--- config.mk ---
export PLATFORM = sky130hd
export DESIGN_NAME = morse_line_arbiter
export DESIGN_NICKNAME = d
export VERILOG_FILES = /design/src/rtl/morse_pkg.sv /design/src/rtl/morse_rr_pick.sv /design/src/rtl/morse_line_arbiter.sv
export SDC_FILE = /design/constraint.sdc
export NUM_CORES = 1
export LEC_CHECK = 0
export ABC_AREA = 1
export CORE_MARGIN = 2
export CORE_UTILIZATION = 30
export DETAILED_ROUTE_END_ITERATION = 12
export SYNTH_ARGS = -nofsm -noshare
export SYNTH_HDL_FRONTEND = slang
export SYNTH_SLANG_ARGS = --single-unit
export TNS_END_PERCENT = 30
--- constraint.sdc ---
create_clock -name iCLK -period 3.55 [get_ports iCLK]
set_clock_uncertainty 0.2 [all_clocks]
set_input_delay 0.71 -clock iCLK [delete_from_list [all_inputs] [get_ports iCLK]]
set_output_delay 0.71 -clock iCLK [all_outputs]
set_load 0.01 [all_outputs]
--- src/rtl/morse_pkg.sv ---
// Shared Morse timing constants, FSM state type and counter sizing.
package morse_pkg;

  typedef enum logic [1:0] {
    ST_IDLE,
    ST_LOAD,
    ST_SEND,
    ST_GAP
  } morse_state_e;

  localparam int TICK_DIV_DEF  = 25_000_000;
  localparam int GAP_UNITS_DEF = 7;

  // Counter must reach GAP_UNITS*TICK_DIV-1, which also covers the per-bit count.
  function automatic int cnt_width(input int tick_div, input int gap_units);
    int span;
    span = gap_units * tick_div;
    return (span < 2) ? 1 : $clog2(span);
  endfunction

endpackage

--- src/rtl/morse_rr_pick.sv ---
// Combinational round-robin picker: first requester at or after ptr_i, cyclically.
module morse_rr_pick #(
  parameter int NREQ = 2,
  parameter int PW   = $clog2(NREQ)
) (
  input  logic [NREQ-1:0] req_i,
  input  logic [PW-1:0]   ptr_i,
  output logic [NREQ-1:0] gnt_o,
  output logic            valid_o
);

  function automatic int wrap_idx(input int v);
    return (v >= NREQ) ? v - NREQ : v;
  endfunction

  always_comb begin
    gnt_o   = '0;
    valid_o = 1'b0;
    for (int off = 0; off < NREQ; off++) begin
      for (int j = 0; j < NREQ; j++) begin
        if (!valid_o && req_i[j] && (j == wrap_idx(int'(ptr_i) + off))) begin
          gnt_o[j] = 1'b1;
          valid_o  = 1'b1;
        end
      end
    end
  end

endmodule

--- src/rtl/morse_line_arbiter.sv ---
// Shares one Morse output line between NREQ bit-stream sources, round-robin,
// one bit per Morse unit, with a forced low word-gap after every message.
//
//   state | meaning
//   IDLE  | line low, waiting for a request
//   LOAD  | one cycle: latch granted source's bit and last flag onto the line
//   SEND  | hold the bit for the rest of the unit, pulse advance near unit end
//   GAP   | line low for GAP_UNITS units before the next grant
module morse_line_arbiter import morse_pkg::*; #(
  parameter int NREQ      = 2,
  parameter int TICK_DIV  = TICK_DIV_DEF,
  parameter int GAP_UNITS = GAP_UNITS_DEF
) (
  input  logic            iCLK,
  input  logic            iRST,
  input  logic [NREQ-1:0] iReq,
  input  logic [NREQ-1:0] iBit,
  input  logic [NREQ-1:0] iLast,
  input  logic            iAbort,
  output logic [NREQ-1:0] oGrant,
  output logic [NREQ-1:0] oAdvance,
  output logic            oLED,
  output logic            oBusy
);

  localparam int PW = $clog2(NREQ);
  localparam int CW = cnt_width(TICK_DIV, GAP_UNITS);

  localparam logic [CW-1:0] TICK_END  = CW'(TICK_DIV - 2);
  localparam logic [CW-1:0] TICK_LAST = CW'(TICK_DIV - 1);
  localparam logic [CW-1:0] GAP_END   = CW'(GAP_UNITS * TICK_DIV - 1);
  localparam logic [PW-1:0] PTR_MAX   = PW'(NREQ - 1);

  morse_state_e    state_q;
  logic [NREQ-1:0] grant_q;
  logic            led_q;
  logic            last_q;
  logic [CW-1:0]   cnt_q;
  logic [PW-1:0]   rr_ptr_q;
  logic [PW-1:0]   rr_ptr_d;

  logic [NREQ-1:0] pick_gnt;
  logic            pick_valid;
  logic [PW-1:0]   pick_idx;
  logic            cur_bit;
  logic            cur_last;
  logic            cur_req;
  logic            xfer_kill;

  morse_rr_pick #(
    .NREQ(NREQ),
    .PW  (PW)
  ) u_pick (
    .req_i  (iReq),
    .ptr_i  (rr_ptr_q),
    .gnt_o  (pick_gnt),
    .valid_o(pick_valid)
  );

  always_comb begin
    pick_idx = '0;
    for (int j = 0; j < NREQ; j++) begin
      if (pick_gnt[j]) pick_idx = PW'(j);
    end
  end

  assign rr_ptr_d = (pick_idx == PTR_MAX) ? '0 : pick_idx + PW'(1);

  assign cur_bit  = |(iBit  & grant_q);
  assign cur_last = |(iLast & grant_q);
  assign cur_req  = |(iReq  & grant_q);

  // A granted source dropping its request is treated exactly like an abort.
  assign xfer_kill = iAbort || (((state_q == ST_LOAD) || (state_q == ST_SEND)) && !cur_req);

  // Advance is gated by the kill term so an abort on a tick-end edge never steps a source.
  assign oAdvance = ((state_q == ST_SEND) && (cnt_q == TICK_END) && !xfer_kill) ? grant_q : '0;
  assign oGrant   = grant_q;
  assign oLED     = led_q;
  assign oBusy    = (state_q != ST_IDLE);

  always_ff @(posedge iCLK or posedge iRST) begin
    if (iRST) begin
      state_q  <= ST_IDLE;
      grant_q  <= '0;
      led_q    <= 1'b0;
      last_q   <= 1'b0;
      cnt_q    <= '0;
      rr_ptr_q <= '0;
    end else if ((state_q != ST_IDLE) && xfer_kill) begin
      state_q <= ST_IDLE;
      grant_q <= '0;
      led_q   <= 1'b0;
      cnt_q   <= '0;
    end else begin
      case (state_q)
        ST_IDLE: begin
          if (pick_valid && !iAbort) begin
            grant_q  <= pick_gnt;
            rr_ptr_q <= rr_ptr_d;
            state_q  <= ST_LOAD;
          end
        end
        ST_LOAD: begin
          led_q   <= cur_bit;
          last_q  <= cur_last;
          cnt_q   <= '0;
          state_q <= ST_SEND;
        end
        ST_SEND: begin
          // The final bit has no following LOAD cycle, so it stays one more cycle here.
          if (!last_q && (cnt_q == TICK_END)) begin
            cnt_q   <= '0;
            state_q <= ST_LOAD;
          end else if (last_q && (cnt_q == TICK_LAST)) begin
            cnt_q   <= '0;
            led_q   <= 1'b0;
            grant_q <= '0;
            state_q <= ST_GAP;
          end else begin
            cnt_q <= cnt_q + CW'(1);
          end
        end
        ST_GAP: begin
          if (cnt_q == GAP_END) begin
            cnt_q   <= '0;
            state_q <= ST_IDLE;
          end else begin
            cnt_q <= cnt_q + CW'(1);
          end
        end
        default: state_q <= ST_IDLE;
      endcase
    end
  end

endmodule

# --- After elaboration in Yosys (flattened, before gate mapping) ---
# Index checks and enable logic that the tools add are counted.
word_totals:
  ff_bits: 35
  in_bits: 9
  out_inout_bits: 6
  elab_cells: 100
op_classes:
  addsub: 5
  magnitude_cmp: 2
  n_eq_ne: 13
  n_mux: 32
  bitwise_logic: 4
  n_reduce_logical: 38
ops:
  columns: ["operator", "n"]
  rows:
  - ["$mux 28", 4]
  - ["$pmux 28 s3", 1]
  - ["$eq 2x32->1 const A", 2]
  - ["$logic_not 32->1", 2]
  - ["$mux 32", 2]
  - ["$eq 28x25->1 const B", 2]
  - ["$ge 32x3->1 const B", 1]
  - ["$sub 32x3->32 const B", 1]
  - ["$add 28x1->28 const B", 1]
  - ["$eq 28x28->1 const B", 1]
  - ["$mux 2", 10]
  - ["$logic_and 1x1->1", 14]
  - ["$mux 1", 12]
  - ["$ne 3x3->1 const B", 3]
  - ["$reduce_and 3->1", 3]
  - ["$pmux 2 s4", 1]
  - ["$logic_not 1->1", 7]
  - ["$and 2x2->2", 3]
  - ["$reduce_bool 3->1", 2]
  - ["$reduce_or 2->1", 3]
  - ["$eq 2x2->1 const B", 2]
  - ["$ne 4x1->1 const B", 1]
  - ["$pmux 2 s2", 1]
  - ["$reduce_and 4->1", 1]
  - ["other kinds (13)", 14]

# --- Depth between registers and ports, before layout ---
# Gate-level depths: netlist of run 1.
logic_depth:
  depth_word: 21
  depth_mapped: 12
  depth_no_buf: 11

# --- Hierarchy ---
# Synthesis of run 1 repeated with hierarchy kept, for this count alone.
unflattened:
  hier_cells: 428
  area_unflattened_um2: 2723.9
by_module_without_submodules:
  columns: ["mod", "n_inst", "cells_each", "area_per_inst_um2", "seq_area_each_um2"]
  rows:
  - ["morse_line_arbiter", 1, 422, 2698.8, 875.8]
  - ["morse_rr_pick", 1, 6, 25.0, 0.0]

# --- Least setup slack after synthesis of run 1 ---
# Ideal clock, no wire load.
synth_path:
  path_type: "register -> output"
  startpoint: "register state_q[0]"
  endpoint: "output oAdvance[0]"
  arrival_time_ps: 1261
  t_required_ps: 2640
  setup_slack_ps: 1379
  stages_incl_launch_ff: 8
  n_path_buf: 0
  cell_sequence: "dfrtp_1 -> inv_1 -> ha_1 -> nand3_1 -> nand2_1 -> inv_1 -> nand4_1 -> nor2_1"
synth_between:
  elab_chain_len: 7
  word_cells_on_any_way: 9
  classes_between: "2 x eq/ne; 1 x mux; 6 x reduce/logical"
synth_rtl:
  columns: ["element", "line", "text"]
  rows:
  - ["start, declared", "morse_line_arbiter.sv:34", "morse_state_e state_q;"]
  - ["start signal, assigned", "morse_line_arbiter.sv:84", "state_q <= ST_IDLE;"]
  - ["start signal, assigned", "morse_line_arbiter.sv:91", "state_q <= ST_IDLE;"]
  - ["start signal, assigned", "morse_line_arbiter.sv:101", "state_q <= ST_LOAD;"]
  - ["$eq 2x1->1 / $eq 2x2->1 (equally long branches)", "morse_line_arbiter.sv:74, morse_line_arbiter.sv:77", null]
  - ["$logic_or 1x1->1", "morse_line_arbiter.sv:74", "assign xfer_kill = iAbort || (((state_q == ST_LOAD) || (state_q == ST_SEND)) && !cur_req);"]
  - ["$logic_and 1x1->1", "morse_line_arbiter.sv:74", null]
  - ["$logic_or 1x1->1", "morse_line_arbiter.sv:74", null]
  - ["$logic_not 1->1", "morse_line_arbiter.sv:77", "assign oAdvance = ((state_q == ST_SEND) && (cnt_q == TICK_END) && !xfer_kill) ? grant_q : '0;"]
  - ["$logic_and 1x1->1 *", "morse_line_arbiter.sv:77", null]
  - ["$mux 2 *", "morse_line_arbiter.sv:77", null]
  - ["end, declared", "morse_line_arbiter.sv:21", "output logic [NREQ-1:0] oAdvance,"]
# Every way passes the cells marked *; elsewhere a longest branch is shown, timed or not.

# --- Worst setup path in the final report of run 1 ---
layout_path:
  startpoint: "input iReq[0]"
  endpoint: "output oAdvance[0]"
layout_between:
  elab_chain_len: 8
layout_rtl:
  columns: ["element", "line", "text"]
  rows:
  - ["start, declared", "morse_line_arbiter.sv:16", "input logic [NREQ-1:0] iReq,"]
  - ["$and 2x2->2", "morse_line_arbiter.sv:71", "assign cur_req = |(iReq & grant_q);"]
  - ["$reduce_or 2->1", "morse_line_arbiter.sv:71", null]
  - ["$logic_not 1->1", "morse_line_arbiter.sv:74", null]
  - ["$logic_and 1x1->1", "morse_line_arbiter.sv:74", null]
  - ["$logic_or 1x1->1", "morse_line_arbiter.sv:74", null]
  - ["$logic_not 1->1", "morse_line_arbiter.sv:77", null]
  - ["$logic_and 1x1->1", "morse_line_arbiter.sv:77", null]
  - ["$mux 2", "morse_line_arbiter.sv:77", null]
# No other way between the ends.

==> metrics.md, run 1 <==
| Metric | Value |
|---|---|
| Iter 0 DRT Violations | `172` |
| Antenna-violating nets left | `0` |
| Drt pass-1 iters | `5` |
| Die Span Y | `101 um` |
| Post-synthesis cell area | `2820 um^2` |
| Met2 Resource Use GR | `24.7%` |
| Yosys cell types | `30` |
| Met3 usage | `2.08%` |
| Post-route DRC | `0` |
| Final TNS setup | `0 ns` |
| Root Buffer | `clkbuf_8` |
| Hold Vio Cnt, Final | `0` |
| GR Overflow Total | `0` |
| Post-synth EDFFs | `0` |
| Crit path max fanout | `4` |
| Share of cells above drive strength 1 | `8.81%` |
| Area post-placement | `3050 um^2` |
| Leak Pwr | `0.00145 uW` |
| Antenna violations before repair | `0` |
| Full die area | `10200 um^2` |
| Max Buffers Root-to-Sink | `2` |
| Post-CTS Setup Bufs | `0` |
| Worst path max stage delay | `0.54 ns` |
| Top cells by area, synth | `dfrtp_1 (31%), nand2_1 (21%), nor2_1 (7.5%), nand3_1 (6.9%), inv_1 (6.9%)` |
| Hpwl dp | `5.38 mm` |
| Area leader, netlist | `dfrtp_1` |
| Die span in x | `101 um` |
| Final GP Congestion | `0.926` |
| Final WL | `6.98 mm` |
| Critical path type | `input pin to output pin` |
| Tot Pwr | `1430 uW` |
| Worst skew pair latency | `0.29 ns` |
| Core Util, Final | `34.6%` |
| Most common cell in the netlist | `nand2_1` |
| Avg Cell Area, Syn | `6.40 um^2` |
| Status | `complete, no violations` |
| Critical Path RT | `2.64 ns` |
| Std-Cell Rows | `35` |
| Global Route met1 Usage | `19.5%` |
| I/O pin count | `15` |
| Max VDD drop | `0.242 mV` |
| CTS buffer count | `5` |
| # Max-Cap Violations | `0` |
| CTS tree | `done` |
| Worst Path Buf+Inv | `3` |
| Syn Inst Count | `440` |
| Vias/cell | `4.68` |
| Area Growth Syn to Fin | `12.5%` |
| H-tree depth | `2` |
| Top cells by instance count after synthesis | `nand2_1 (154), nor2_1 (56), inv_1 (52)` |
| Post-Syn Nets | `456` |
| Clock sink count | `35` |
| Initial Util | `30.8%` |
| Pwr/cell area | `451 nW/um^2` |
| Seq cells post-synth | `35` |
| Fin area | `3170 um^2` |
| Fmax | `0.314 GHz` |
| WL/cell | `12.3 um` |
| IO buf count | `14` |
| Tightest Pin Transition | `0.514 ns` |
| CP cell instances | `clkdlybuf4s50_1 > nand2_1 > nand3_1 > nand2_1 > inv_1 > nand4_1 > nor2_1 > clkdlybuf4s50_1` |
| Cts-stage hold buffer count | `0` |
| Async set-or-reset flop fraction in the synthesized netlist | `100%` |
| Final period utilization | `89.8%` |
| R2R Setup Slk | `1.20 ns` |
| CP endpoint kind | `output pin` |
| Final setup vio count | `0` |
| DR vias | `2646` |
| Core footprint | `9150 um^2` |
| Worst hold path class | `flop to flop` |
| Arrival time worst endpoint | `2.28 ns` |
| YS warnings | `0` |
| Worst Setup Start Kind | `input pin` |
| CP delay by family, top | `buffers and inverters` |
| ANT cells | `0` |
| Vias in the first global route | `2475` |
| Slowest CP cell | `clkdlybuf4s50_1` |
| Synth top area share | `31.1%` |
| Pins Over Slew Limit | `0` |
| Slew HR | `65.7%` |
| Total Routing Usage GR | `14.6%` |
| Ys flop type | `dfrtp_1` |
| Gr busiest metal | `met2` |
| Final min period | `3.19 ns` |
| Sequential area share after synthesis | `31.1%` |
| Nets@finish | `469` |
| Largest net degree at the start of global routing | `29` |
| Clk slew on worst S/H paths | `0.08 ns` |
| First-pass GRT wire length | `11.8 mm` |
| RSZ-0062 raised after global routing | `no` |
| Post-CTS sizing | `0` |
## worst min-delay path: cells and delay by family (launching register included)
kind             cells  cell delay [ns]
flip-flops           1             0.37
AND/OR/NAND/NOR      2             0.12
## cell families (layout without fill, tap and decap cells)
kind of cell | count (synthesis) | count (layout) | share of synthesized area [%]
fa+ha+maj | 7 | 7 | 3.11
flops | 35 | 35 | 31.1
compound gates | 18 | 18 | 3.69
buf+inv | 67 | 81 | 9.82
xor+xnor | 15 | 15 | 4.67
simple gates | 298 | 298 | 47.6
## routing by layer
metal / routed length, um / part of all wire [%]
met3: 274 / 3.9
met5: 0 / 0
met2: 3280 / 47
met1: 3310 / 47
met4: 102 / 1.5
## layout by cell type, fill, tap and decap left out, drive strengths merged, types with 3 or more instances in the layout
cell type,netlist,final
a21oi,7,7
nor3,8,8
nand2,161,161
buf,8,3
ha,7,7
clkbuf,3,6
nor2,68,68
nand3,44,44
nand4,8,8
clkdlybuf4s50,0,14
nand3b,9,9
xor2,14,14
inv,56,56
dfrtp,35,35
o21ai,6,6
## registers in the layout, summed over array words and instances, names as in the netlist
name and count:
state_q 2, oLED 1, oGrant 2, cnt_q 28, rr_ptr_q 1, last_q 1
## final cells by class
| type | instances | area [um^2] |
|---|---|---|
| Clock buffer | 6 | 82.6 |
| Timing Repair Buffer | 17 | 163 |
| Inverter | 56 | 210 |
| Clock inverter | 2 | 35.0 |
| Fill cell | 986 | 5980 |
| Tap cell | 111 | 139 |
| Sequential cell | 35 | 876 |
| Multi-Input combinational cell | 338 | 1660 |
## worst paths after layout
path                                    endpoint  cells past startpoint                   start
setup / recovery                     oAdvance[0]                      8                 iReq[0]
hold / removal             cnt_q[26]$_DFFE_PP0P_                      2   cnt_q[26]$_DFFE_PP0P_
setup reg to reg           cnt_q[26]$_DFFE_PP0P_                     11  state_q[0]$_DFFE_PP0P_
hold reg to reg            cnt_q[26]$_DFFE_PP0P_                      2   cnt_q[26]$_DFFE_PP0P_
max in group asynchronous  cnt_q[14]$_DFFE_PP0P_                      3                    iRST
min in group asynchronous   cnt_q[0]$_DFFE_PP0P_                      2                    iRST
## report_power, final
| group | switching, uW | internal (uW) |
|---|---|---|
| sequential | 45.8 | 441 |
| clock | 152 | 227 |
| combinational | 392 | 170 |
## per-stage QoR
stage                     hold slack [ns]  instances  worst slack, ns
after floorplan                     0.271        440             1.38
after global placement              0.285        557            0.377
after detailed placement            0.295        557            0.341
after CTS                           0.316        565            0.347
after global routing                0.370        565            0.224
final                               0.319        565            0.362
No activity file was read; power rests on OpenSTA's default activity.
==> run 2: changes to the inputs <==
--- a/config.mk
+++ b/config.mk
@@ -9,6 +9,7 @@
 export CORE_MARGIN = 2
 export CORE_UTILIZATION = 30
 export DETAILED_ROUTE_END_ITERATION = 12
+export GPL_ROUTABILITY_DRIVEN = 0
 export SYNTH_ARGS = -nofsm -noshare
 export SYNTH_HDL_FRONTEND = slang
 export SYNTH_SLANG_ARGS = --single-unit
==> metrics.md, run 2 (synthesized netlist as in run 1, its figures left out) <==
| Metric | Value |
|---|---|
| WL/cell | `12.1 um` |
| I/O pin count | `15` |
| Core footprint | `9150 um^2` |
| Worst hold path class | `flop to flop` |
| # fillers | `950` |
| Hpwl dp | `5.11 mm` |
| IO buf count | `14` |
| # Max-Cap Violations | `0` |
| Slowest CP cell | `clkdlybuf4s50_1` |
| Std-Cell Rows | `35` |
| Post-CTS sizing | `0` |
| Hold Vio Cnt, Final | `0` |
| Final WL | `6.83 mm` |
| Core Util, Final | `34.3%` |
| Worst reg2reg endpoint | `cnt_q[26]$_DFFE_PP0P_` |
| Arrival time worst endpoint | `2.31 ns` |
| Worst path max stage delay | `0.54 ns` |
| R2R Setup Slk | `1.18 ns` |
| Final non-filler cell total | `564` |
| Pins Over Slew Limit | `0` |
| Setup crit end | `oAdvance[0]` |
| Register area | `876 um^2` |
| Final setup vio count | `0` |
| RSZ-0062 raised after global routing | `no` |
| Slew HR | `66.9%` |
| Vias in the first global route | `2548` |
| Initial Util | `30.8%` |
| Leak Pwr | `0.00143 uW` |
| ANT cells | `0` |
| Area Growth Syn to Fin | `11.6%` |
| DR vias | `2631` |
| Iter 0 DRT Violations | `203` |
| Max Buffers Root-to-Sink | `2` |
| CP Launch Point | `iReq[0]` |
| Die span in x | `101 um` |
| Post-route DRC | `0` |
| Pwr/cell area | `437 nW/um^2` |
| Drt pass-1 iters | `4` |
| Share of cells above drive strength 1 | `8.39%` |
| CTS tree | `done` |
| Worst skew pair latency | `0.30 ns` |
| Nets@finish | `468` |
| Crit path max fanout | `4` |
| Final TNS setup | `0 ns` |
| Area post-placement | `3040 um^2` |
| Clk slew on worst S/H paths | `0.07 ns` |
| Tightest Pin Transition | `0.495 ns` |
| Critical Path RT | `2.64 ns` |
| Status | `complete, no violations` |
| H-tree depth | `2` |
| Die Span Y | `101 um` |
| CP delay by family, top | `buffers and inverters` |
| Fin area | `3140 um^2` |
| Clock sink count | `35` |
| Full die area | `10200 um^2` |
| Final period utilization | `90.8%` |
| Max reg flops | `28` |
| Antenna-violating nets left | `0` |
| Total Routing Usage GR | `15.0%` |
| CP cell instances | `clkdlybuf4s50_1 > nand2_1 > nand3_1 > nand2_1 > inv_1 > nand4_1 > nor2_1 > clkdlybuf4s50_1` |
| GR Overflow Total | `0` |
| Worst Path Buf+Inv | `3` |
| Most frequent cells in the layout | `nand2_1 (154), nor2_1 (56), inv_1 (52)` |
| WP depth | `8` |
| Antenna violations before repair | `0` |
| Worst r2r src | `state_q[0]$_DFFE_PP0P_` |
| Root Buffer | `clkbuf_8` |
| Commonest non-fill, non-tap cell in the layout | `nand2_1` |
| CTS buffer count | `5` |
| CP endpoint kind | `output pin` |
| Post-CTS Setup Bufs | `0` |
| Cts-stage hold buffer count | `0` |
| Worst Setup Start Kind | `input pin` |
| Max VDD drop | `0.212 mV` |
| Fmax | `0.310 GHz` |
| Vias/cell | `4.66` |
| Critical path type | `input pin to output pin` |
| DP Cell Count | `556` |
| Largest Register | `cnt_q` |
| Multi-input logic area | `1660 um^2` |
| Largest net degree at the start of global routing | `36` |
| R2r worst-path depth | `11` |
| First-pass GRT wire length | `12.2 mm` |
| Final min period | `3.22 ns` |
run 2: cell count changes in the layout (fill, tap and decap cells not counted):
| cell | delta |
|---|---|
| clkbuf_1 | +1 |
| clkbuf_8 | +1 |
| bufinv_16 | -1 |
| buf_4 | -1 |
| clkinv_2 | -1 |
run 2: routing by layer:
| layer | global-route usage (%) | up-vias | share of wire (%) |
|---|---|---|---|
| li1 | - | 1387 | - |
| met1 | 20.5 | 1182 | 48 |
| met2 | 23.8 | 51 | 47 |
| met3 | 2.36 | 11 | 2.8 |
| met4 | 5.37 | 0 | 2.1 |
| met5 | 0 | - | 0 |
run 2: area by class of cell:
cell class / count / area share, %
repair buffers: 16 / 4.94
flip-flops and latches: 35 / 27.9
multi-input cells: 338 / 52.9
well taps: 111 / 4.42
clock buffers: 8 / 3.18
inverters: 56 / 6.69
run 2: report_power, final:
group / leakage (uW) / internal, uW / total [uW] / switching [uW]
sequential: 0.000479 / 441 / 488 / 46.7
combinational: 0.000902 / 168 / 553 / 385
clock: 0.0000515 / 177 / 331 / 154
run 2: how the worst min path moves through the flow:
stage / start / endpoint / slack [ns] / cells after the start
6_report: cnt_q[26]$_DFFE_PP0P_ / cnt_q[26]$_DFFE_PP0P_ / 0.31 / 2
5_1_grt: cnt_q[26]$_DFFE_PP0P_ / cnt_q[26]$_DFFE_PP0P_ / 0.37 / 2
4_1_cts: cnt_q[26]$_DFFE_PP0P_ / cnt_q[26]$_DFFE_PP0P_ / 0.31 / 2
3_5_place_dp: cnt_q[26]$_DFFE_PP0P_ / cnt_q[26]$_DFFE_PP0P_ / 0.29 / 2
3_3_place_gp: cnt_q[26]$_DFFE_PP0P_ / cnt_q[26]$_DFFE_PP0P_ / 0.29 / 2
2_1_floorplan: cnt_q[26]$_DFFE_PP0P_ / cnt_q[26]$_DFFE_PP0P_ / 0.27 / 2
run 2: tightest hold or removal path: cells and delay by family, from the launching register on:
kind | cells | cell delay (ns)
simple gates | 2 | 0.12
flops | 1 | 0.37
run 2: per-stage QoR:
| step | hold WS (ns) | total power, uW | setup slack (ns) |
|---|---|---|---|
| global placement | 0.287 | 1050 | 0.378 |
| CTS | 0.313 | 1390 | 0.331 |
| global route | 0.365 | 1480 | 0.200 |
| floorplan | 0.271 | 902 | 1.38 |
| finish | 0.315 | 1370 | 0.327 |
| detailed placement | 0.292 | 1050 | 0.332 |
==> run 3: changes to the inputs <==
--- a/config.mk
+++ b/config.mk
@@ -6,6 +6,7 @@
 export NUM_CORES = 1
 export LEC_CHECK = 0
 export ABC_AREA = 1
+export CORE_ASPECT_RATIO = 0.5
 export CORE_MARGIN = 2
 export CORE_UTILIZATION = 30
 export DETAILED_ROUTE_END_ITERATION = 12
==> metrics.md, run 3 (synthesized netlist as in run 1, its figures left out) <==
| Metric | Value |
|---|---|
| DR vias | `2657` |
| Full die area | `10200 um^2` |
| Slowest CP cell | `clkdlybuf4s50_1` |
| Initial Util | `31.6%` |
| CTS tree | `done` |
| Tightest Pin Transition | `0.510 ns` |
| Antenna violations before repair | `0` |
| Critical Path RT | `2.64 ns` |
| Iter 0 DRT Violations | `209` |
| Max VDD drop | `0.299 mV` |
| Most frequent cells in the layout | `nand2_1 (154), nor2_1 (56), inv_1 (52)` |
| Post-CTS sizing | `0` |
| Arrival time worst endpoint | `2.30 ns` |
| Gr busiest metal | `met2` |
| Status | `complete, no violations` |
| Root Buffer | `clkbuf_16` |
| Total Routing Usage GR | `15.4%` |
| Sw Pwr | `614 uW` |
| Clock Power Share | `33.6%` |
| I/O pin count | `15` |
| Nets@finish | `468` |
| Vias/cell | `4.66` |
| Final setup vio count | `0` |
| Vias in the first global route | `2491` |
| Final non-filler cell total | `570` |
| Final TNS setup | `0 ns` |
| Commonest non-fill, non-tap cell in the layout | `nand2_1` |
| Post-route DRC | `0` |
| IO buf count | `14` |
| CP endpoint kind | `output pin` |
| Critical path type | `input pin to output pin` |
| Met2 Resource Use GR | `23.0%` |
| Slew HR | `65.9%` |
| Hpwl dp | `5.27 mm` |
| Clock sink count | `35` |
| Clk slew on worst S/H paths | `0.06 ns` |
| Std-Cell Rows | `24` |
| Final min period | `3.21 ns` |
| Pins Over Slew Limit | `0` |
| Pre-CTS WS | `0.341 ns` |
| Cts-stage hold buffer count | `0` |
| Hold Vio Cnt, Final | `0` |
| Worst hold path class | `flop to flop` |
| Fmax | `0.312 GHz` |
| CP Launch Point | `iReq[0]` |
| R2R Setup Slk | `1.22 ns` |
| Sw Share | `39.1%` |
| Antenna-violating nets left | `0` |
| Share of cells above drive strength 1 | `8.61%` |
| Core footprint | `8920 um^2` |
| WL/cell | `12.6 um` |
| Crit path max fanout | `4` |
| Comb power frac | `35.4%` |
| RSZ-0062 raised after global routing | `no` |
| Worst Setup Start Kind | `input pin` |
| First-pass GRT wire length | `12.4 mm` |
| Worst path max stage delay | `0.54 ns` |
| Die span in x | `141 um` |
| Global Route met1 Usage | `22.6%` |
| CTS buffer count | `5` |
| Sequential power share | `31.1%` |
| Pwr/cell area | `488 nW/um^2` |
| DP Cell Count | `562` |
| Setup crit end | `oAdvance[0]` |
| Worst r2r src | `state_q[0]$_DFFE_PP0P_` |
| Max Buffers Root-to-Sink | `2` |
| Met3 usage | `2.71%` |
| Final period utilization | `90.3%` |
| Largest Register | `cnt_q` |
| Max reg flops | `28` |
| ANT cells | `0` |
| Worst reg2reg endpoint | `cnt_q[26]$_DFFE_PP0P_` |
| Drt pass-1 iters | `4` |
| Cell Int Power | `959 uW` |
| GR Overflow Total | `0` |
| Area Growth Syn to Fin | `14.5%` |
| # Max-Cap Violations | `0` |
| CP cell instances | `clkdlybuf4s50_1 > nand2_1 > nand3_1 > nand2_1 > inv_1 > nand4_1 > nor2_1 > clkdlybuf4s50_1` |
| Worst setup margin | `0.345 ns` |
| Largest net degree at the start of global routing | `36` |
| Final WL | `7.17 mm` |
| R2r worst-path depth | `11` |
| Worst skew pair latency | `0.29 ns` |
| Leak Pwr | `0.00147 uW` |
| Post-CTS Setup Bufs | `0` |
| H-tree depth | `2` |
| Die Span Y | `72.5 um` |
-- run 3: final cells by class --
class	count	area, um^2
inverter	56	210
clock inverter	2	35.0
clock buffer	6	139
multi-input combinational	338	1660
tap	117	146
sequential	35	876
timing repair buffer	16	155
fill	953	5690
-- run 3: worst min-delay path by stage --
stage,start,to,cells after the start
floorplan,cnt_q[26]$_DFFE_PP0P_,cnt_q[26]$_DFFE_PP0P_,2
global placement,cnt_q[26]$_DFFE_PP0P_,cnt_q[26]$_DFFE_PP0P_,2
detailed placement,cnt_q[26]$_DFFE_PP0P_,cnt_q[26]$_DFFE_PP0P_,2
CTS,cnt_q[26]$_DFFE_PP0P_,cnt_q[26]$_DFFE_PP0P_,2
global route,cnt_q[26]$_DFFE_PP0P_,cnt_q[26]$_DFFE_PP0P_,2
finish,cnt_q[26]$_DFFE_PP0P_,cnt_q[26]$_DFFE_PP0P_,2
-- run 3: stage by stage --
stage | hold WS, ns | cell area, um^2 | util (%) | power (uW)
2_1_floorplan | 0.271 | 2820 | - | 902
3_3_place_gp | 0.293 | 3050 | 34.2 | 1060
3_5_place_dp | 0.295 | 3050 | 34.2 | 1060
4_1_cts | 0.312 | 3220 | 36.2 | 1590
5_1_grt | 0.356 | 3220 | 36.2 | 1690
6_report | 0.311 | 3220 | 36.2 | 1570
-- run 3: power groups by stage --
stage               clock, uW  combinational (uW)  sequential (uW)
finish                    528                 556              489
global route              557                 635              497
CTS                       537                 565              488
detailed placement          0                 563              496
global placement            0                 564              495
floorplan                   0                 413              488
-- run 3: layer usage --
metal | wire length (um) | up-vias
met5 | 0 | -
met1 | 3780 | 1209
met3 | 323 | 12
met4 | 110 | 0
met2 | 2960 | 48
li1 | - | 1388
-- run 3: worst max-delay path: cells and delay by family --
family | cells | cell delay (ns)
AND/OR/NAND/NOR | 5 | 0.44
buffers and inverters | 3 | 1.13
